<file path="src/rtl/dmem_io.sv">
// Memory-mapped data port for a small core: 64-word RAM, LED register,
// free-running cycle counter and a 4-deep byte FIFO feeding a TX sink.
module dmem_io (
  input  logic        clk,
  input  logic        reset,
  input  logic        memwrite,
  input  logic [31:0] aluout,
  input  logic [31:0] writedata,
  output logic [31:0] readdata,
  output logic [7:0]  led,
  output logic [7:0]  tx_data,
  output logic        tx_valid,
  input  logic        tx_ready
);

  // Word addresses (byte address >> 2) of the I/O registers.
  localparam logic [29:0] W_LED    = 30'h3FFF_C000;
  localparam logic [29:0] W_CYCLE  = 30'h3FFF_C001;
  localparam logic [29:0] W_TXDATA = 30'h3FFF_C002;
  localparam logic [29:0] W_TXSTAT = 30'h3FFF_C003;

  logic [31:0] ram [64];
  logic [7:0]  fifo [4];
  logic [31:0] cycle;
  logic [1:0]  wptr, rptr;
  logic [2:0]  count;

  logic [29:0] word;
  logic        sel_ram, sel_led, sel_cycle, sel_txdata, sel_txstat;
  logic        push, pop;
  logic        addr_lsb_unused;

  assign word            = aluout[31:2];
  assign addr_lsb_unused = ^aluout[1:0];
  assign sel_ram         = (aluout[31:8] == 24'h0);
  assign sel_led         = (word == W_LED);
  assign sel_cycle       = (word == W_CYCLE);
  assign sel_txdata      = (word == W_TXDATA);
  assign sel_txstat      = (word == W_TXSTAT);

  // TX handshake: a byte transfers on a rising clk where tx_valid && tx_ready;
  // tx_data holds the FIFO head and cannot change while tx_valid && !tx_ready.
  assign tx_valid = (count != 3'd0);
  assign tx_data  = fifo[rptr];
  assign pop      = tx_valid && tx_ready;
  // A full FIFO still accepts a byte when the head leaves on the same edge.
  assign push     = memwrite && sel_txdata && ((count != 3'd4) || pop);

  // Storage arrays carry no reset; only the pointers/count define content.
  always_ff @(posedge clk) begin
    if (memwrite && sel_ram) ram[aluout[7:2]] <= writedata;
    if (push) fifo[wptr] <= writedata[7:0];
  end

  always_ff @(posedge clk or negedge reset) begin
    if (!reset) begin
      led   <= 8'h00;
      cycle <= 32'h0;
      wptr  <= 2'd0;
      rptr  <= 2'd0;
      count <= 3'd0;
    end else begin
      if (memwrite && sel_led) led <= writedata[7:0];
      if (memwrite && sel_cycle) cycle <= writedata;
      else                       cycle <= cycle + 32'd1;
      if (push) wptr <= wptr + 2'd1;
      if (pop)  rptr <= rptr + 2'd1;
      case ({push, pop})
        2'b10:   count <= count + 3'd1;
        2'b01:   count <= count - 3'd1;
        default: count <= count;
      endcase
    end
  end

  always_comb begin
    readdata = 32'h0;
    if (sel_ram)         readdata = ram[aluout[7:2]];
    else if (sel_led)    readdata = {24'h0, led};
    else if (sel_cycle)  readdata = cycle;
    else if (sel_txstat) readdata = {27'h0, count, (count == 3'd0), (count == 3'd4)};
  end

endmodule

</file>
<file path="config.mk">
export PLATFORM = sky130hd
export DESIGN_NAME = dmem_io
export DESIGN_NICKNAME = d
export VERILOG_FILES = /design/src/rtl/dmem_io.sv
export SDC_FILE = /design/constraint.sdc
export NUM_CORES = 2
export LEC_CHECK = 0
export ABC_CLOCK_PERIOD_IN_PS = 6120
export CORE_ASPECT_RATIO = 1.2
export CORE_MARGIN = 1.5
export CORE_UTILIZATION = 45
export DETAILED_ROUTE_END_ITERATION = 8
export PLACE_DENSITY = 0.66
export SYNTH_ARGS = -nofsm -noshare
export SYNTH_HDL_FRONTEND = slang
export SYNTH_SLANG_ARGS = --single-unit
</file>
<file path="constraint.sdc">
create_clock -name clk -period 6.12 [get_ports clk]
set_clock_uncertainty 0.05 [all_clocks]
set_input_delay 1.224 -clock clk [delete_from_list [all_inputs] [get_ports clk]]
set_output_delay 1.224 -clock clk [all_outputs]
set_load 0.005 [all_outputs]
</file>
==> flow_summary.toml <==
[layout]
finalNonFillerCells = 7685
final_area_um2 = 96000
layout_commonest_cell = "edfxtp_1"
nNetsFinal = 5166
final_cell_mix = "edfxtp_1 (2080), buf_4 (352), mux2i_1 (307), a221oi_1 (243), clkbuf_16 (195)"
post-route-util_pct = 52.4
fillers = 14300
drive_above_1_share_pct = 20.5
areaGrowthSynthToFinish_pct = 15.8

[timing]
tns_ns = -0.0745
finalHoldViolCount = 0
timing.slew.headroom_pct = 12.8
period_needed_ns = 6.18
rsz0062_at_grt = "no"
timing.final.crit_share_pct = 101
fmax_ghz = 0.162
worst_pin_slew_ns = 1.31
drv_slew = 0
setup_violations = 2
worst_slack_ns = -0.0604

[grt]
first_global_vias = 49000
grt_max_degree = 71
grtUsageTotal_pct = 30.6
grt_pass1_wl_um = 396000
grt_overflow = 0
antenna_found_initial = 18

[synth]
avgSynthCellArea_um2 = 17.7
synthArstFlopShare_pct = 2.21
yosysUniqueCellTypes = 78
yosys_register_bits = 2127
yosysSeqAreaShare_pct = 76.8
ys_warn_count = 0
dominantRegCellSynth = "edfxtp_1"
synthCells = 4673
syn_area_um2 = 82900
synth-edff-count = 2080
synth_nets = 4747

[flow_run]
drv_cap = 0

[setup_path]
critPathKind = "in -> out"
rr_startpoint = "cycle[5]$_DFF_PN0_"
worst_ep_required_time_ns = 4.85
crit_fanout = 11
ff2ff_setup_slack_ns = 3.31
r2r_end = "cycle[31]$_DFF_PN0_"
end_kind = "output pin"
rr_worst_depth = 6
cp-start-kind = "input port"
arrival_ns = 4.91

[power_and_ir_drop]
p_per_area_nw_per_um2 = 305
total_power_mw = 29.3
ir_drop_v = 0.000239
p_leak_nw = 31.1

[cts]
ctsHoldBuffers = 0
insertion_delay_ns = 0.86
cts_tree = "yes"
cts-root-buf = "clkbuf_16"
cts_made_buffers = 191
cts_max_path_buffers = 3
cts_sinks = 2127
cts_max_level = 4
cts.reportedPaths.clkPinSlew_ns = 0.06

[floorplanning]
num_rows = 172
die_x_um = 395
io_pins = 117
start_util_pct = 45.3
core_area_um2 = 183000
fp.dieH_um = 473
dieArea_um2 = 187000

[drt]
drc = 0
viasPerCell = 6.77
wl_per_cell_um = 38.0
vias = 52000
drt_iter0_markers = 9130
antenna_left = 0
drt_pass1_iterations = 8
wl_um = 292000

[run_status]
run_status = "complete, but fails checks"
violations = "negative setup slack"

[placed_design]
placed_cells = 7332
place_area_um2 = 90100
numPortBuffers = 114
dp_hpwl_um = 176000
gp_congestion = 0.920

[worst_hold_path]
hold_class = "in -> async"
report_power, final:
group | total (mW) | switching [mW] | internal [mW]
Combinational | 1.79 | 1.23 | 0.557
Sequential | 16.0 | 0.0000438 | 16.0
Clock | 11.5 | 5.28 | 6.23
worst max-delay path: stages:
cell,delay (ns)
clkdlybuf4s50_1,0.46
buf_4,0.24
buf_4,0.17
and2_1,0.98
nand3_1,0.31
o2111ai_1,0.24
a2111o_1,0.31
a22o_1,0.35
clkdlybuf4s50_1,0.57
logic make-up after synthesis:
family | Yosys count | share of synthesized area [%]
simple gates | 499 | 2.67
fa+ha+maj | 6 | 0.0996
buf+inv | 333 | 2.20
xor+xnor | 35 | 0.370
compound gates | 1115 | 9.82
flops | 2127 | 76.8
mux | 558 | 8.08
repair_timing:
item	CTS	global route
setup endpoints to repair	4	5
resized for setup	2	4
pin swaps	0	0
buffers inserted	0	2
gates cloned	1	0
stage by stage:
step	worst slack [ns]	hold WS, ns
after floorplan	1.68	0.437
after global placement	-0.0188	0.470
after detailed placement	-0.0526	0.476
after CTS	0.00582	0.432
after global routing	0.00836	0.472
final	-0.0604	0.439
registers in the layout (all words and copies together) (netlist names):
name,cells
rptr,2
led,8
count,3
wptr,2
cycle,32
ram,2048
fifo,32
synthesized netlist by cell type (all sizes together), types with 15 or more instances:
cell type  instances  area, um^2
o22ai             96         601
nor4              15         100
mux2i            307        3070
o22a              26         228
dfrtp             47        1180
a22o              73         639
nor2             224         851
xor2              19         166
a221o             59         591
a21oi            172         861
mux4              70        1580
mux2             181        2050
clkbuf            94         353
nand4             16         100
nor3              15        85.1
edfxtp          2080       62500
a221oi           245        2160
nand3             44         220
o21ai            157         786
a222oi            19         190
a22oi            170        1280
buf              232        1440
xnor2             16         140
nand2            133         499
a31oi             24         150
worst max path at each step:
stage | from | to | depth (start not counted)
after floorplan | aluout[9] | ram[14][0]$_DFFE_PP_ | 6
after global placement | aluout[5] | readdata[13] | 12
after detailed placement | aluout[5] | readdata[4] | 11
after CTS | aluout[2] | readdata[28] | 12
after global routing | aluout[7] | readdata[24] | 12
final | aluout[7] | readdata[20] | 9
area by class of cell:
cell class,instances,area (um^2),area share (%)
Timing Repair Buffer,551,5340,5.56
Multi-Input combinational cell,2214,18100,18.8
Clock buffer,252,5090,5.31
Clock inverter,94,763,0.795
Sequential cell,2127,63600,66.3
Antenna cell,4,10.0,0.0104
Inverter,7,36.3,0.0378
Tap cell,2436,3050,3.18
per-layer routing:
| layer | track usage, % | wire, um |
|---|---|---|
| met1 | 39.7 | 101000 |
| met2 | 46.7 | 131000 |
| met3 | 7.41 | 38600 |
| met4 | 19.1 | 21700 |
| met5 | 0 | 67 |
Note: power is estimated with default switching activity, not from simulation.
